**src/rtl/bs_gnrtr_n_rbtr.sv**
```systemverilog
`default_nettype none
// ============================================================================
// bs_gnrtr_n_rbtr : round-robin shared-bus arbiter; pops one packet from a
// pending source FIFO and pushes it to the device named in its header.
// Optional feature macro: BS_BROADCAST_EN (ID == BROADCAST -> all but source)
// Revision: 1.0 - initial release
// ============================================================================
module bs_gnrtr_n_rbtr #(
  parameter int         BITS      = 1,
  parameter int         DRVRS     = 4,
  parameter int         PCKG_SZ   = 16,
  parameter logic [7:0] BROADCAST = 8'hFF
) (
  input  logic                                   clk,
  input  logic                                   reset,
  input  logic [BITS-1:0][DRVRS-1:0]             pndng,
  input  logic [BITS-1:0][DRVRS-1:0][PCKG_SZ-1:0] D_pop,
  output logic [BITS-1:0][DRVRS-1:0]             pop,
  output logic [BITS-1:0][DRVRS-1:0]             push,
  output logic [BITS-1:0][PCKG_SZ-1:0]           D_push
);

  localparam int c_IW = $clog2(DRVRS);
`ifdef BS_BROADCAST_EN
  localparam bit c_BCAST_EN = 1'b1;
`else
  localparam bit c_BCAST_EN = 1'b0;
`endif

  typedef enum logic [1:0] {
    ST_IDLE = 2'd0,
    ST_POP  = 2'd1,
    ST_PUSH = 2'd2
  } state_t;

  for (genvar b = 0; b < BITS; b++) begin : g_bus
    state_t              r_state;
    state_t              w_state_nxt;
    logic [c_IW-1:0]     r_rr_ptr;
    logic [c_IW-1:0]     w_rr_ptr_nxt;
    logic [c_IW-1:0]     r_src;
    logic [c_IW-1:0]     w_src_nxt;
    logic [c_IW-1:0]     w_sel;
    logic                w_found;
    logic [DRVRS-1:0]    r_pop;
    logic [DRVRS-1:0]    w_pop_nxt;
    logic [DRVRS-1:0]    r_push;
    logic [DRVRS-1:0]    w_push_nxt;
    logic [PCKG_SZ-1:0]  r_pkt;
    logic [PCKG_SZ-1:0]  w_pkt_nxt;
    logic [7:0]          w_dst;

    assign w_dst = D_pop[b][r_src][PCKG_SZ-1 -: 8];

    // Round-robin pick: first pending at/after r_rr_ptr, else first pending from 0.
    always_comb begin
      w_found = 1'b0;
      w_sel   = '0;
      for (int d = 0; d < DRVRS; d++) begin
        if (!w_found && pndng[b][d] && (d >= int'(r_rr_ptr))) begin
          w_found = 1'b1;
          w_sel   = c_IW'(d);
        end
      end
      for (int d = 0; d < DRVRS; d++) begin
        if (!w_found && pndng[b][d]) begin
          w_found = 1'b1;
          w_sel   = c_IW'(d);
        end
      end
    end

    always_comb begin
      w_state_nxt  = r_state;
      w_rr_ptr_nxt = r_rr_ptr;
      w_src_nxt    = r_src;
      w_pop_nxt    = '0;
      w_push_nxt   = '0;
      w_pkt_nxt    = r_pkt;
      case (r_state)
        ST_IDLE: begin
          if (w_found) begin
            w_state_nxt      = ST_POP;
            w_src_nxt        = w_sel;
            w_pop_nxt[w_sel] = 1'b1;
          end
        end
        ST_POP: begin
          w_state_nxt  = ST_PUSH;
          w_pkt_nxt    = D_pop[b][r_src];
          w_rr_ptr_nxt = (r_src == c_IW'(DRVRS - 1)) ? '0 : r_src + c_IW'(1);
          for (int d = 0; d < DRVRS; d++) begin
            if (w_dst < 8'(DRVRS)) begin
              w_push_nxt[d] = (w_dst == 8'(d));
            end else if (c_BCAST_EN && (w_dst == BROADCAST)) begin
              w_push_nxt[d] = (r_src != c_IW'(d));
            end
          end
        end
        ST_PUSH: begin
          w_state_nxt = ST_IDLE;
        end
        default: begin
          w_state_nxt = ST_IDLE;
        end
      endcase
    end

    always_ff @(posedge clk or negedge reset) begin
      if (!reset) begin
        r_state  <= ST_IDLE;
        r_rr_ptr <= '0;
        r_src    <= '0;
        r_pop    <= '0;
        r_push   <= '0;
        r_pkt    <= '0;
      end else begin
        r_state  <= w_state_nxt;
        r_rr_ptr <= w_rr_ptr_nxt;
        r_src    <= w_src_nxt;
        r_pop    <= w_pop_nxt;
        r_push   <= w_push_nxt;
        r_pkt    <= w_pkt_nxt;
      end
    end

    assign pop[b]    = r_pop;
    assign push[b]   = r_push;
    assign D_push[b] = r_pkt;
  end

endmodule
`default_nettype wire

```
**config.mk**
```make
export PLATFORM = sky130hd
export DESIGN_NAME = bs_gnrtr_n_rbtr
export DESIGN_NICKNAME = d
export VERILOG_FILES = /design/src/rtl/bs_gnrtr_n_rbtr.sv
export SDC_FILE = /design/constraint.sdc
export NUM_CORES = 1
export LEC_CHECK = 0
export ABC_AREA = 1
export ABC_CLOCK_PERIOD_IN_PS = 3800
export CAP_MARGIN = 20
export CORE_MARGIN = 4
export CORE_UTILIZATION = 40
export DETAILED_ROUTE_END_ITERATION = 8
export DONT_BUFFER_PORTS = 1
export GPL_TIMING_DRIVEN = 0
export SLEW_MARGIN = 20
export SYNTH_ARGS = -nofsm -noshare
export SYNTH_HDL_FRONTEND = slang
export SYNTH_SLANG_ARGS = --single-unit
export TNS_END_PERCENT = 30
```
**constraint.sdc**
```tcl
create_clock -name clk -period 3.8 [get_ports clk]
set_input_delay 0.38 -clock clk [delete_from_list [all_inputs] [get_ports clk]]
set_output_delay 0.38 -clock clk [all_outputs]
set_load 0.01 [all_outputs]
```
# Word-level counts from Yosys, hierarchy flattened
# Index checks and enable logic that the tools add are counted.
[totals]
register_bits = 30
input_bits = 70
output_inout_bits = 24
wordCells = 70
[op_classes]
addsub = 1
magnitude_cmp = 7
eq_ne = 6
n_mux = 29
n_reduce_logical = 21
[op_table]
columns = ["op", "n"]
rows = [
  ["16-bit binary-select mux with 2-bit select", 1],
  ["8-bit by 2-bit == test with 1-bit output (second input constant)", 2],
  ["16-bit two-way mux", 1],
  ["2-bit two-way mux", 8],
  ["1-bit two-way mux", 14],
  ["4-bit two-way mux", 3],
  ["1-bit logical AND", 11],
  ["8-bit by 1-bit == test with 1-bit output (second input constant)", 1],
  ["8-bit zero test", 1],
  ["8-bit by 3-bit less-than comparator with 1-bit output (second input constant)", 1],
  ["1-bit zero test", 7],
  ["2-bit by 3-bit less-than comparator with 1-bit output (second input constant)", 2],
  ["1-bit by 2-bit >= comparator with 1-bit output (first input constant)", 2],
  ["2-bit one-hot mux with 2 select lines", 1],
  ["2-bit by 1-bit adder with 2-bit output (second input constant)", 1],
  ["1-bit demux with 2-bit select", 1],
  ["2-bit by 1-bit == test with 1-bit output (second input constant)", 1],
  ["2-bit == test (second input constant)", 1],
  ["2-bit by 1-bit >= comparator with 1-bit output (second input constant)", 1],
  ["2-bit >= comparator (first input constant)", 1],
  ["2-bit zero test", 1],
  ["2-bit inequality test (second input constant)", 1],
  ["2-bit AND reduction", 1],
]

# Depth between registers and ports, before layout
[logic_depth]
word_depth = 32
mapped_depth = 9
mapped_depth_nobuf = 9

# Worst setup path after synthesis
# No wires, ideal clock.
[synth_path]
path_kind = "reg2reg"
start = "register g_bus[0].r_src[1]"
end = "register g_bus[0].r_push[1], in the netlist push[1]"
setup_ns = 0.080
t_arrival_ns = 1.214
required_ns = 3.720
setup_slack_ns = 2.505
path_stages_with_launch = 8
n_path_buf = 2
period_less_slack_ns = 1.295
path_cell_list = "dfrtp_1 > buf_2 > inv_1 > buf_2 > nand3_1 > nand2_1 > nand3_1 > nor3_2"
[synth_between]
elab_chain_cells = 5
word_cells_on_any_way = 6
cone_classes = "order compare (1); eq/ne (1); mux (4)"
[synth_rtl]
columns = ["item", "line", "source"]
rows = [
  ["start: declaration", "41", "logic [c_IW-1:0] r_src;"],
  ["start signal: assignment", "120", "r_src <= w_src_nxt;"],
  ["16-bit binary-select mux with 2-bit select (*)", "53", "assign w_dst = D_pop[b][r_src][PCKG_SZ-1 -: 8];"],
  ["16-bit two-way mux (implied by the code) (*)", "53", ""],
  ["8-bit by 3-bit less-than comparator with 1-bit output / 8-bit by 1-bit == test with 1-bit output (equally long branches)", "93, 94", ""],
  ["1-bit two-way mux (*)", "93", "if (w_dst < 8'(DRVRS)) begin"],
  ["4-bit two-way mux (*)", "80", "case (r_state)"],
  ["via g_bus[0].w_push_nxt[1]", "48", "logic [DRVRS-1:0] w_push_nxt;"],
  ["end signal: assignment", "122", "r_push <= w_push_nxt;"],
  ["end: declaration", "47", "logic [DRVRS-1:0] r_push;"],
]
# The timed path passes the listed nets; every way through them passes the cells marked *. The select of a mux whose other input is x is not followed.
# A chain may end at the register's enable or synchronous reset.

# Worst setup path after layout
[layout_path]
start = "register g_bus[0].r_src[1]"
end = "register g_bus[0].r_push[2], in the netlist push[2]"
[layout_between]
elab_chain_cells = 5
word_cells_on_any_way = 6
cone_classes = "order compare (1); eq/ne (1); mux (4)"
[layout_rtl]
columns = ["item", "line"]
rows = [
  ["16-bit binary-select mux with 2-bit select (*)", "53"],
  ["16-bit two-way mux (implied by the code) (*)", "53"],
  ["8-bit by 3-bit less-than comparator with 1-bit output / 8-bit by 2-bit == test with 1-bit output (equally long branches)", "93, 94"],
  ["1-bit two-way mux (*)", "93"],
  ["4-bit two-way mux (*)", "80"],
  ["via g_bus[0].w_push_nxt[2]", "48"],
]
# Marks and branches as above.

==> flow_summary.yaml <==
drt:
  wl_um: 4480
  dr.pass1.iters: 8
  viasPerCell: 5.26
  drc_errors: 0
  drtIter0Drc: 71
  num_vias: 1563
  routedWlPerCell_um: 15.1
  ant_nets: 0
global_routing:
  grt_pass1_wl_um: 7580
  grt_usage_pct: 18.8
  grt_max_degree: 31
  grt_overflow: 0
  antenna_found_initial: 0
  grt_pass1_vias: 1591
pwr:
  peakVddDrop_mv: 0.351
  powerDensity_nw_per_um2: 866
  intPower_mw: 0.842
  p_sw_share_pct: 46.9
  p_sw_mw: 0.744
  pwr-share-clk_pct: 16.7
  p_leak_nw: 0.902
  combPwrFrac_pct: 45.8
  seq_power_share_pct: 37.5
clock_tree:
  max-clock-path-buffers: 2
  cts_max_level: 2
  cts_setup_buffers: 0
  cts-root-buf: "clkbuf_8"
  insertion_delay_ps: 280
  cts_buffers: 5
  clk_pin_slew_ps: 60
  cts_tree: "built"
  cts_sinks: 30
synth:
  yosysSeqAreaShare_pct: 45.6
  yosys.area.top_type: "dfrtp_1"
  synth_area_sq_um: 1650
  yosys_register_bits: 30
  syn-num-nets: 308
  async_flop_share_pct: 100
  synth_enable_flop_cells: 0
  yosys.area.top_type_share_pct: 45.6
  synthCells: 237
  synth_area_leaders: "dfrtp_1, nand2_1, nor2_1"
  yosysMostFrequentCell: "nand2_1"
  postSynthAreaPerCell_sq_um: 6.95
  yosys_most_used_dff: "dfrtp_1"
  yosys-top-cells-count: "nand2_1, nor2_1, dfrtp_1, o21ai_0, nand3_1"
  yosys_warnings: 0
  ys_types: 18
floorplanning:
  core_area_sq_um: 4000
  rows: 23
  start_util_pct: 41.2
  die_y_um: 72.2
  die_w_um: 72.2
  die-area_sq_um: 5210
  ios: 94
worst_setup_path:
  critPathMaxFanout: 10
  worst_ep_arrival_time_ps: 1780
  critPathKind: "flip-flop to flip-flop"
  startpoint_type: "flip-flop"
  endpoint_kind: "flip-flop"
  critPathRequiredTime_ps: 4000
timing:
  clock.fmax_ghz: 0.635
  fin_crit_ps: 1570
  max_slew.worst_pin.slew_ps: 528
  slew_viol_final: 0
  final.setup.tns_ps: 0
  rsz0062_at_grt: "no"
  fin_skew_ps: 1.27
  finalHoldViolCount: 0
  setup_viol: 0
  relSlewSlack_pct: 64.8
  layout_worst_path_cycle_share_pct: 41.4
  worst_hold_slack_ps: 310
place:
  gp_congestion: 0.805
  hpwl_um: 3450
  port_buffers: 0
final_layout:
  final_layout_size_suffix_gt1_share_pct: 6.48
  antenna_cells: 0
  seqCellArea_sq_um: 751
  syn_to_final_growth_pct: 11.2
  fin_nets: 317
  multi_input_area_sq_um: 787
  nFillCells: 419
run:
  cap_viol_max_count: 0
hold_path:
  hold_class: "input pin to flip-flop"
outcome:
  status: "completed"
layout make-up:
cell class,count,area share [%]
multi-input cells,181,43.0
clock inverters,1,0.273
inverters,14,2.87
well taps,50,3.42
flip-flops and latches,30,41.0
repair buffers,2,1.64
clock buffers,7,4.71
plain buffers,12,3.14
power by group through the flow:
stage | Sequential, mW | Clock [mW] | Combinational, mW
after floorplan | 0.571 | 0 | 0.563
after global placement | 0.603 | 0 | 0.709
after detailed placement | 0.605 | 0 | 0.723
after CTS | 0.600 | 0.270 | 0.735
after global routing | 0.616 | 0.288 | 0.869
final | 0.595 | 0.264 | 0.727
final timing paths:
kind / slack, ps / endpoint / startpoint / cells past startpoint
max: 2230 / push[2]$_DFF_PN0_ / g_bus[0].r_src[1]$_DFFE_PN0P_ / 7
min: 310 / D_push[4]$_DFFE_PN0P_ / D_pop[20] / 2
max reg2reg: 2230 / push[2]$_DFF_PN0_ / g_bus[0].r_src[1]$_DFFE_PN0P_ / 7
min reg2reg: 540 / g_bus[0].r_rr_ptr[0]$_DFFE_PN0P_ / g_bus[0].r_rr_ptr[0]$_DFFE_PN0P_ / 2
max in group asynchronous: 3100 / push[2]$_DFF_PN0_ / reset / 2
min in group asynchronous: 530 / D_push[0]$_DFFE_PN0P_ / reset / 2
per-layer routing:
metal | wire, um | GRT usage [%]
met5 | 0 | 0
met4 | 58 | 5.64
met3 | 439 | 6.65
met2 | 2100 | 30.6
met1 | 1880 | 23.3
through the flow:
step | cells | cell area [sq um] | setup WS [ps] | util, % | power [mW]
after CTS | 297 | 1830 | 2190 | 45.8 | 1.60
after global placement | 287 | 1710 | 2220 | 42.8 | 1.31
after floorplan | 237 | 1650 | 2510 | - | 1.13
final | 297 | 1830 | 2230 | 45.8 | 1.59
after detailed placement | 287 | 1710 | 2210 | 42.8 | 1.33
after global routing | 297 | 1830 | 1980 | 45.8 | 1.77
placed cells by master (no fill, tap or decap):
cell type and instances:
buf_2 4, nor3_1 1, nand3_1 18, clkbuf_1 7, dlygate4sd3_1 1, clkbuf_8 6
clkinv_2 1, nor2_1 52, o31ai_1 1, inv_2 2, buf_1 1, a31oi_1 8
inv_1 12, buf_12 1, buf_6 1, ha_1 1, nand2_1 70, nand4_1 3
nor3_2 1, o211ai_1 2, o21ai_0 24, dfrtp_1 30
flip-flops by register name (all words and copies together), names as in the netlist:
signal	cells
D_push	16
pop	4
push	4
g_bus.r_rr_ptr	2
g_bus.r_src	2
g_bus.r_state	2
critical path: stages, from the launching register on:
cell and delay, ps:
dfrtp_1 380, buf_2 180, inv_1 180, buf_2 250
nand3_1 100, nand2_1 150, nand4_1 130, nor2_1 130
cells by family (layout without fill, tap and decap cells):
| family | after synthesis | after routing | synth area share (%) |
|---|---|---|---|
| buffers and inverters | 26 | 36 | 6.68 |
| AOI/OAI and AO/OA | 35 | 35 | 11.7 |
| DFF | 30 | 30 | 45.6 |
| adders and majority gates | 1 | 1 | 0.759 |
| and+or+nand+nor | 145 | 145 | 35.3 |
what timing repair did:
action,4_1_cts,5_1_grt
gates resized for setup,0,0
hold endpoints to repair,30,0
hold buffers,2,0
(Power assumes the default switching activity.)
